File: config.mk
export PLATFORM = sky130hd
export DESIGN_NAME = instr_fetch
export DESIGN_NICKNAME = d
export VERILOG_FILES = /design/src/rtl/instr_fetch.sv
export SDC_FILE = /design/constraint.sdc
export NUM_CORES = 1
export LEC_CHECK = 0
export ABC_AREA = 1
export ABC_CLOCK_PERIOD_IN_PS = 1200
export BUFFER_PORTS_ARGS = -buffer_cell sky130_fd_sc_hd__buf_2
export CAP_MARGIN = 20
export CORE_MARGIN = 2
export CORE_UTILIZATION = 38
export CTS_CLUSTER_DIAMETER = 150
export DETAILED_ROUTE_END_ITERATION = 8
export HOLD_SLACK_MARGIN = 0.12
export PLACE_DENSITY_LB_ADDON = 0.12
export SETUP_SLACK_MARGIN = 0.4
export SLEW_MARGIN = 5
export SYNTH_ARGS = -nofsm -noshare
export SYNTH_HDL_FRONTEND = slang
export SYNTH_SLANG_ARGS = --single-unit
File: constraint.sdc
create_clock -name clk -period 1.2 [get_ports clk]
set_input_delay 0 -clock clk [delete_from_list [all_inputs] [get_ports clk]]
set_output_delay 0 -clock clk [all_outputs]
set_load 0.1 [all_outputs]
File: src/rtl/instr_fetch.sv
// Instruction fetch stage: fetches 16-bit words from a synchronous instruction memory,
// decodes fields and sequences program flow. Optional macro IF_PC_WRAP_EN wraps the PC at end of memory.
module instr_fetch #(
  parameter int IMEM_AW = 5
) (
  input  logic               clk,
  input  logic               rst,
  input  logic               start,
  input  logic               stall,
  output logic [IMEM_AW-1:0] imem_addr,
  output logic               imem_re,
  input  logic [15:0]        imem_data,
  output logic [2:0]         op_code,
  output logic [3:0]         ra1,
  output logic [3:0]         ra2,
  output logic [3:0]         wa,
  output logic               op_valid,
  output logic [IMEM_AW-1:0] pc,
  output logic               halted,
  output logic               illegal
);

  typedef enum logic [2:0] {IDLE, FETCH, WAIT, ISSUE, HALT} state_t;

  localparam logic [IMEM_AW-1:0] LAST_ADDR = '1;

  state_t             state_reg, state_next;
  logic [IMEM_AW-1:0] fetch_ptr_reg, fetch_ptr_next;
  logic [IMEM_AW-1:0] pc_reg, pc_next;
  logic [15:0]        ir_reg, ir_next;
  logic               illegal_reg, illegal_next;

  always_ff @(posedge clk or posedge rst) begin
    if (rst) begin
      state_reg     <= IDLE;
      fetch_ptr_reg <= '0;
      pc_reg        <= '0;
      ir_reg        <= '0;
      illegal_reg   <= 1'b0;
    end else begin
      state_reg     <= state_next;
      fetch_ptr_reg <= fetch_ptr_next;
      pc_reg        <= pc_next;
      ir_reg        <= ir_next;
      illegal_reg   <= illegal_next;
    end
  end

  always_comb begin
    state_next     = state_reg;
    fetch_ptr_next = fetch_ptr_reg;
    pc_next        = pc_reg;
    ir_next        = ir_reg;
    illegal_next   = illegal_reg;
    case (state_reg)
      IDLE: begin
        if (start) begin
          fetch_ptr_next = '0;
          state_next     = FETCH;
        end
      end
      FETCH: state_next = WAIT;
      WAIT: begin
        ir_next        = imem_data;
        pc_next        = fetch_ptr_reg;
        fetch_ptr_next = fetch_ptr_reg + IMEM_AW'(1);
        // Undefined opcodes never reach ISSUE, so op_valid can never expose them.
        case (imem_data[15:13])
          3'b111:        state_next = HALT;
          3'b101, 3'b110: begin
            state_next   = HALT;
            illegal_next = 1'b1;
          end
          default:       state_next = ISSUE;
        endcase
      end
      ISSUE: begin
        if (!stall) begin
`ifdef IF_PC_WRAP_EN
          state_next = FETCH;
`else
          state_next = (pc_reg == LAST_ADDR) ? HALT : FETCH;
`endif
        end
      end
      HALT: begin
        if (start) begin
          illegal_next   = 1'b0;
          fetch_ptr_next = '0;
          state_next     = FETCH;
        end
      end
      default: state_next = IDLE;
    endcase
  end

  // Bit 0 of the instruction word is reserved.
  logic ir_unused;
  assign ir_unused = ir_reg[0];

  assign imem_re   = (state_reg == FETCH);
  assign imem_addr = fetch_ptr_reg;
  assign op_valid  = (state_reg == ISSUE);
  assign halted    = (state_reg == HALT);
  assign illegal   = illegal_reg;
  assign pc        = pc_reg;
  assign op_code   = ir_reg[15:13];
  assign ra1       = ir_reg[12:9];
  assign ra2       = ir_reg[8:5];
  assign wa        = ir_reg[4:1];

endmodule

# Word-level counts from Yosys, hierarchy flattened
# Index checks and enable logic that the tools add are counted.
[op_classes] reduce_logical=9 mul=0 n_addsub=1 shift=0 n_div=0 n_lt_le_gt_ge=0 bitwise=0 n_mux=10 n_eq_ne=12
[ops] cell="3-bit equality test, second input constant" count=4
[ops] cell="3-bit 2-to-1 mux" count=4
[ops] cell="3-bit one-hot mux with 4 select lines" count=1
[ops] cell="5-bit one-hot mux with 2 select lines" count=1
[ops] cell="3-bit by 2-bit equality test with 1-bit output, second input constant" count=2
[ops] cell="2-bit != test, second input constant" count=3
[ops] cell="5-bit by 1-bit adder with 5-bit output, second input constant" count=1
[ops] cell="5-bit equality test, second input constant" count=1
[ops] cell="5-bit 2-to-1 mux" count=1
[ops] cell="2-bit AND reduction" count=2
[ops] cell="2-bit nonzero test" count=2
[ops] cell="2-bit OR reduction" count=2
[ops] cell="3-bit by 1-bit equality test with 1-bit output, second input constant" count=1
[ops] cell="3-bit zero test" count=1
[ops] cell="3-bit AND reduction" count=1
[ops] cell="3-bit OR reduction" count=1
[ops] cell="1-bit 2-to-1 mux" count=2
[ops] cell="2-bit by 1-bit != test with 1-bit output, second input constant" count=1
[ops] cell="1-bit one-hot mux with 2 select lines" count=1
[totals] ram_bits=0 memories=0 mem_bits_ro=0 elab_cells=37 reg_bits=30 latch_bits=0

# Depth between registers and ports, before layout
# Gate-level depths: netlist of run 1.
[logic_depth] ltp_word=4 mapped_depth=7 mapped_depth_nobuf=7

# Least setup slack after synthesis of run 1
# Ideal clock, no wire load.
[synth_path] path_kind="register to register" startpoint="reg state_reg[2]" endpoint="reg state_reg[1]" t_arrival_ns=2.769 n_path_buf=0 t_required_ns=1.121 synth_period_minus_slack_ns=2.848 slack_ns=-1.648 stages_incl_launch_ff=3 path_cell_list="dfrtp_1 > nor3_1 > nand3b_1"
[synth_rtl] item="from (decl)" line_no="27" text="state_t state_reg, state_next;"
[synth_rtl] item="from (signal assigned)" line_no="41" text="state_reg <= state_next;"
[synth_rtl] item="3-bit by 1-bit equality test with 1-bit output"
[synth_rtl] item="net imem_re" line_no="11" text="output logic imem_re,"
[synth_rtl] item="3-bit one-hot mux with 4 select lines" line_no="55" text="case (state_reg)"
# The timed path passes the listed nets, and every way through them passes these cells.
# A chain may end at the register's enable or synchronous reset.

# Worst setup path in the final report of run 1
[layout_path] startpoint="reg state_reg[2]" endpoint="out imem_re"
[layout_between] elab_chain_len=1
[layout_rtl] item="3-bit by 1-bit equality test with 1-bit output" line_no="101" text="assign imem_re = (state_reg == FETCH);"
[layout_rtl] item="to (decl)" line_no="11"
# No other way between the ends.

==> flow_metrics.tcl, run 1 <==
set metrics [dict create \
    grt_usage_pct 21.1 \
    antenna_found_initial 0 \
    syn_area_mm2 0.00124 \
    mappedNetlistNets 173 \
    drt-initial-drc-count 29 \
    path_class "register to output port" \
    nets 267 \
    fin_worst_skew_ps 7.69 \
    vias_per_cell 4.67 \
    dp.final_hpwl_um 2300 \
    area_growth_pct 110 \
    synth_flop_cell "dfrtp_1" \
    syn_inst 152 \
    ys_ff_latch 29 \
    ant_nets 0 \
    gp_congestion 0.773 \
    end_kind "output port" \
    rows 20 \
    die_h_um 61.2 \
    grt_pass1_wl_um 5650 \
    final_cell_area_mm2 0.00261 \
    synth_edf_count 0 \
    place_area_mm2 0.00176 \
    drc_errors 0 \
    grt_pass1_vias 1344 \
    hold_class "input port to async pin" \
    seq_area_frac_synth_pct 58.4 \
    wl_met2_um 2190 \
    grt_max_degree 30 \
    cts_root_buffer "clkbuf_4" \
    tightest_slew_ps 369 \
    maxCapViolations 0 \
    cts.sink_count 29 \
    num_vias 1360 \
    largest_reg_flops 15 \
    final.setup.worst_slack_ps -126 \
    drtPass1Iterations 4 \
    rsz0062_at_grt "true" \
    yosysTopAreaCell "dfrtp_1" \
    overflow 0 \
    die_area_mm2 0.00374 \
    diodes 0 \
    yosys.cell_types.count 17 \
    cts_tree "done" \
    io_buffers 47 \
    slew_headroom_pct 75.4 \
    clk_pin_slew_worst_paths_ps 90 \
    hold_viol 0 \
    max_freq_ghz 0.754 \
    floorplan.initialDensity_pct 40.4 \
    cts_buffer_depth 2 \
    cts-buffers-inserted 5 \
    cp.arrival_ps 1330 \
    synth_top_area_share_pct 58.4 \
    finalSetupViolCount 29 \
    drt-met1-wl_um 1500 \
    violations "setup timing" \
    drive_above_1_share_pct 54.3 \
    required_ps 1200 \
    die_w_um 61.2 \
    wl_per_cell_um 13.6 \
    wl_um 3970 \
    syn_avg_cell_area_um2 8.17 \
    top_layer "met4" \
    setup.worst_path.start_class "register" \
    yosysMostFrequentCell "nand2_1" \
    fin_crit_ps 1330 \
    crit_fanout 3 \
    period_share_pct 110 \
    status "complete, but fails checks" \
    htreeDepth 2 \
    wl_met3_um 222 \
    synthTopCellsByArea "dfrtp_1 58%, nand2_1 23%, o21ai_0 3.6%, inv_1 2.7%, nand3_1 2.4%" \
    core_mm2 0.00308 \
    clkLatencyLatePin_ps 320 \
    report.final.slew_viol_count 0 \
    synthTopCellsByCount "77 x nand2_1, 29 x dfrtp_1, 9 x inv_1, 9 x o21ai_0, 8 x nor2_1" \
    synth_async_sr_flop_share_pct 100 \
    yosys_warnings 0 \
    io_pins 49 \
]
==> per-stage QoR <==
stage	util (%)	hold slack [ps]	TNS (ps)	std cells	setup slack, ps
floorplan	-	76.4	-968	152	-323
global placement	57.3	83.0	0	249	33.8
detailed placement	57.3	90.5	-45.9	249	-26.0
CTS	78.5	278	-1180	286	-135
global route	84.9	314	-3270	291	-189
finish	84.9	277	-1390	291	-126
==> placed cells by master, fill, tap and decap left out <==
master and n:
nand2_1 68, buf_12 29, dfrtp_2 26, dlygate4sd3_1 18
buf_2 18, buf_4 16, buf_6 10, inv_1 7
nand2_2 7, nor2_4 5, clkbuf_4 5, o21ai_1 4
nor2_1 4, o21ai_0 4, nand2_4 3, nand3_2 3
nand3_1 3, dfrtp_4 3, nand4_1 2, o21ai_2 2
inv_2 1, a21oi_2 1, nor3_4 1, clkinvlp_4 1
or2_1 1, nand3b_1 1, ha_4 1, bufinv_16 1
clkbuf_8 1, clkbuf_1 1
==> critical path, stage by stage, from the launching register on <==
cell	delay (ps)
dfrtp_2	440
buf_6	140
nor3_4	220
buf_12	200
==> final timing paths <==
| path | slack [ps] | start | depth (start not counted) | end |
|---|---|---|---|---|
| min in group clk | 410 | imem_data[12] | 4 | ir_reg[12] |
| max in group asynchronous | 620 | rst | 4 | imem_addr[2] |
| setup reg to reg | -100 | state_reg[2] | 7 | state_reg[2] |
| hold reg to reg | 540 | ir_reg[12] | 2 | ir_reg[12] |
| setup / recovery | -130 | state_reg[2] | 3 | imem_re |
| hold / removal | 280 | rst | 4 | ir_reg[10] |
==> logic make-up after synthesis <==
logic type	share of synthesized area, %
AO/OA/AOI/OAI	4.43
adder cells (fa/ha/maj)	1.01
buffers and inverters	4.53
flip-flops	58.4
AND/OR/NAND/NOR	31.6
==> per-layer routing <==
metal | track usage (%) | up-vias
met5 | 0 | -
met4 | 9.01 | 0
met3 | 7.77 | 7
met2 | 37.2 | 43
met1 | 22.6 | 645
li1 | - | 665
==> timing repair <==
| item | 4_1_cts | 5_1_grt |
|---|---|---|
| endpoints found under the setup margin | 58 | 58 |
| pin swaps | 3 | 4 |
| hold endpoints to repair | 50 | 0 |
| hold buffers | 18 | 0 |
| resized for setup | 87 | 40 |
| setup buffers | 11 | 5 |
==> layout make-up <==
type                            instances  area [µm²]
Clock inverter                          1        30.0
Clock buffer                            7        55.1
Sequential cell                        29         769
Multi-Input combinational cell        110         583
Inverter                                9        37.5
Tap cell                               44        55.1
Fill cell                             170         464
Timing Repair Buffer                   91        1080
Power of run 1 is not shown: default switching activity piles up to over one toggle a cycle in this logic, so the estimate is an artifact.
==> inputs of run 2 (changes only) <==
Settings changed: CORE_UTILIZATION 38 to 40.
==> run 2 against run 1 <==
The run still ends with setup timing left; clock-buffer cell count stayed put; via count is 3.2% higher; sequential share of layout area is 0.63 points higher; critical path depth is 4 higher; routed wire length is 7.0% higher; cell count is 3.1% lower; worst setup slack worse by 6.7 ps; clock skew is 0.51 ps lower; critical path type is now register to register.
==> flow_metrics.tcl, run 2 (synthesized netlist as in run 1, its figures left out) <==
set metrics [dict create \
    largest_reg_flops 15 \
    overflow 0 \
    grt_pass1_vias 1314 \
    period_share_pct 111 \
    area_growth_pct 106 \
    fin_crit_ps 1330 \
    cp.depth 7 \
    max_freq_ghz 0.751 \
    cts_tree "done" \
    grt_max_degree 30 \
    met2_usage_pct 41.8 \
    hold_viol 0 \
    use_met3_pct 8.23 \
    die_h_um 59.7 \
    drc_errors 0 \
    maxCapViolations 0 \
    tns_ps -1680 \
    tightest_slew_ps 374 \
    status "complete, but fails checks" \
    crit_slowest_cell "dfrtp_2" \
    diodes 0 \
    clkLatencyLatePin_ps 340 \
    num_vias 1404 \
    grt_usage_pct 23.1 \
    drive_above_1_share_pct 53.4 \
    gp_congestion 0.818 \
    crit_family "simple AND/OR/NAND/NOR gates" \
    io_pins 49 \
    htreeDepth 2 \
    rows 20 \
    met1_usage_pct 24.1 \
    hold_ws_ps 278 \
    rr_worst_depth 7 \
    floorplan.initialDensity_pct 41.4 \
    violations "setup timing" \
    hold_class "input port to async pin" \
    antenna_found_initial 0 \
    grt_pass1_wl_um 5930 \
    busiest_layer "met2" \
    cts-buffers-inserted 5 \
    cts_root_buffer "clkbuf_4" \
    crit_buf_inv 1 \
    fin_worst_skew_ps 7.18 \
    finalSetupViolCount 30 \
    nets 269 \
    wl_per_cell_um 15.0 \
    slowest_delay_ps 470 \
    drtPass1Iterations 4 \
    wl_um 4240 \
    crit_chain "buf_4 > nor2_4 > nand2_4 > or2_1 > nand2_1 > nand2_1 > nand2_1" \
    path_class "register to register" \
    setup.worst_path.start_class "register" \
    crit_fanout 5 \
    cts.sink_count 29 \
    final.setup.worst_slack_ps -132 \
    drt-initial-drc-count 54 \
    core_mm2 0.00300 \
    vias_per_cell 4.98 \
    die_w_um 59.7 \
    layout_commonest_cell "nand2_1" \
    slew_headroom_pct 75.1 \
    dp.final_hpwl_um 2300 \
    final_cell_mix "72 x nand2_1, 26 x dfrtp_2, 24 x buf_12, 19 x buf_2, 18 x dlygate4sd3_1" \
    ant_nets 0 \
    crit_top_cell "nand2_1" \
    rsz0062_at_grt "true" \
    num-fill-cells 150 \
    cts_buffer_depth 2 \
    end_kind "register" \
    cp.arrival_ps 1610 \
    report.final.slew_viol_count 0 \
    clk_pin_slew_worst_paths_ps 90 \
    die_area_mm2 0.00357 \
    io_buffers 47 \
    required_ps 1480 \
]
run 2: worst register-to-register path: stages, from the launching register on:
cell     delay, ps
dfrtp_2        470
buf_4          160
nor2_4         130
nand2_4        120
or2_1          240
nand2_1         60
nand2_1         50
nand2_1         50
run 2: area by class of cell:
cell class,instances,area (µm²),share of cell area (%)
repair buffers,92,1060,41.4
clock buffers,7,65.1,2.54
clock inverters,1,5.00,0.196
multi-input cells,111,581,22.7
flip-flops and latches,29,769,30.1
inverters,9,37.5,1.47
well taps,33,41.3,1.61
run 2: worst paths after layout:
kind / from / end / slack (ps)
max: state_reg[0] / state_reg[2] / -130
min: rst / ir_reg[1] / 280
max reg2reg: state_reg[0] / state_reg[2] / -130
min reg2reg: ir_reg[8] / ir_reg[8] / 510
max in group asynchronous: rst / imem_addr[0] / 610
min in group clk: imem_data[11] / ir_reg[11] / 380
run 2: routing by layer:
layer	up-vias	wire length, µm	part of all wire (%)
li1	667	-	-
met1	685	1550	36
met2	41	2430	57
met3	11	180	4.2
met4	0	82	1.9
met5	-	0	0
run 2: repair_timing:
item / 4_1_cts / 5_1_grt
gates resized for setup: 85 / 26
setup endpoints to repair: 58 / 58
pin swaps: 4 / 7
cloned: 0 / 2
hold buffers: 18 / 0
buffers inserted: 10 / 5
hold endpoints to repair: 50 / 0
run 2: per-stage QoR:
step | setup slack (ps) | instance area [µm²] | std cells | util (%)
floorplan | -323 | 1350 | 152 | -
global placement | 53.6 | 1770 | 239 | 59.0
detailed placement | -5.11 | 1770 | 239 | 59.0
CTS | -126 | 2400 | 275 | 79.9
global route | -183 | 2560 | 282 | 85.2
finish | -132 | 2560 | 282 | 85.2
Power of run 2 is left out for the same reason.
==> inputs of run 3 (changes only) <==
--- a/config.mk
+++ b/config.mk
@@ -15,2 +15,3 @@
 export DETAILED_ROUTE_END_ITERATION = 8
+export GPL_ROUTABILITY_DRIVEN = 0
 export HOLD_SLACK_MARGIN = 0.12
==> constraint.sdc (replaced) <==
create_clock -name clk -period 1.2 [get_ports clk]
set_input_delay 0.18 -clock clk [delete_from_list [all_inputs] [get_ports clk]]
set_output_delay 0.18 -clock clk [all_outputs]
set_load 0.1 [all_outputs]
==> run 3 against run 2 <==
The flow finishes with violations (hold timing, setup timing); clock skew is 1.8 ps higher; sequential cell count unchanged; register-to-register slack lost 90 ps; worst setup slack lost 180 ps; highest routed layer unchanged.
==> flow_metrics.tcl, run 3 (synthesized netlist as in run 1, its figures left out) <==
set metrics [dict create \
    status "complete, but fails checks" \
    violations "hold timing, setup timing" \
    fin_crit_ps 1510 \
    io_pins 49 \
    place_inst 236 \
    maxCapViolations 0 \
    reg2reg_from "state_reg[0]" \
    regToRegEndpoint "state_reg[0]" \
    floorplan.initialDensity_pct 41.4 \
    rows 20 \
    slowest_delay_ps 470 \
    vias_per_cell 5.25 \
    diodes 0 \
    holdBufCountCts 16 \
    cts_root_buffer "clkbuf_4" \
    layout_commonest_cell "nand2_1" \
    crit_chain "inv_2 > nor3_4 > buf_12" \
    drive_above_1_share_pct 58.0 \
    cp.arrival_ps 1330 \
    core_mm2 0.00300 \
    largest_reg_flops 15 \
    report.final.slew_viol_count 0 \
    grt_pass1_vias 1521 \
    dp.final_hpwl_um 2500 \
    die_area_mm2 0.00357 \
    wl_per_cell_um 18.2 \
    clk_pin_slew_worst_paths_ps 100 \
    wl_um 5140 \
    crit_slowest_cell "dfrtp_2" \
    cts_tree "done" \
    ant_nets 0 \
    rsz0062_at_grt "true" \
    drtPass1Iterations 5 \
    fin_worst_skew_ps 8.94 \
    hold_class "input port to async pin" \
    grt_pass1_wl_um 7100 \
    grt_max_degree 30 \
    rr_worst_depth 8 \
    max_freq_ghz 0.663 \
    cts-buffers-inserted 5 \
    hold_viol 29 \
    num_vias 1485 \
    final_util_pct 90.5 \
    tightest_slew_ps 467 \
    required_ps 1020 \
    finalSetupViolCount 37 \
    cts.sink_count 29 \
    clkLatencyLatePin_ps 330 \
    hold_ws_ps -39.0 \
    htreeDepth 2 \
    r2r_setup_slack_ps -220 \
    crit_fanout 4 \
    final_cells 283 \
    drt-initial-drc-count 126 \
    tns_ps -4660 \
    multi_input_area_um2 643 \
    regArea_um2 827 \
    nets 270 \
    die_w_um 59.7 \
    final_cell_mix "63 x nand2_1, 29 x buf_12, 26 x dfrtp_4, 19 x buf_2, 16 x dlygate4sd3_1" \
    overflow 0 \
    die_h_um 59.7 \
    slew_headroom_pct 68.6 \
    io_buffers 47 \
    area_growth_pct 119 \
    grt_usage_pct 27.8 \
    setup.worst_path.start_class "register" \
    crit_buf_inv 2 \
    antenna_found_initial 0 \
    crit_family "flip-flops" \
    cts_buffer_depth 2 \
    drc_errors 0 \
    period_share_pct 126 \
    path_class "register to output port" \
    num-fill-cells 132 \
    end_kind "output port" \
    final.setup.worst_slack_ps -309 \
]
run 3: cell count changes in the layout (fill, tap and decap cells not counted), moves of 3 or more:
cell / change
o21ai_0: -3
buf_12: +5
dfrtp_4: +23
o21ai_1: +3
nand2_1: -9
dfrtp_2: -23
nand2_2: +6
run 3: area by class of cell:
cell class | count | area share (%)
timing repair buffer | 93 | 40.8
sequential | 29 | 30.4
multi-input combinational | 111 | 23.7
clock buffer | 8 | 2.16
tap | 33 | 1.52
inverter | 9 | 1.38
run 3: how the worst max path moves through the flow:
| stage | depth (start not counted) | end | slack [ps] | start |
|---|---|---|---|---|
| floorplan | 3 | state_reg[1] | -320 | state_reg[0] |
| global placement | 6 | ir_reg[9] | 5 | state_reg[0] |
| detailed placement | 6 | ir_reg[3] | -50 | state_reg[0] |
| CTS | 3 | imem_re | -300 | state_reg[2] |
| global route | 3 | imem_re | -370 | state_reg[0] |
| finish | 3 | imem_re | -310 | state_reg[0] |
run 3: through the flow:
stage | setup slack (ps) | instance area, µm²
floorplan | -323 | 1410
detailed placement | -52.3 | 2150
finish | -309 | 2720
global route | -366 | 2720
CTS | -295 | 2580
global placement | 5.17 | 2150
run 3: repair_timing:
action                                 CTS  global route
setup buffers                           13             6
pin swaps                                8            12
setup endpoints to repair               58            58
endpoints found under the hold margin   46            31
gates resized for setup                 24            27
cloned                                   4             0
run 3: per-layer routing:
metal / vias to the layer above / routed length (µm) / GRT usage [%]
li1: 668 / - / -
met1: 717 / 1830 / 31.5
met2: 77 / 2790 / 49.1
met3: 23 / 357 / 8.87
met4: 0 / 160 / 9.52
met5: - / 0 / 0
run 3: tightest hold or removal path, stage by stage:
cell and delay, ps:
buf_2 110, inv_1 80, buf_4 350
Power of run 3 is left out for the same reason.
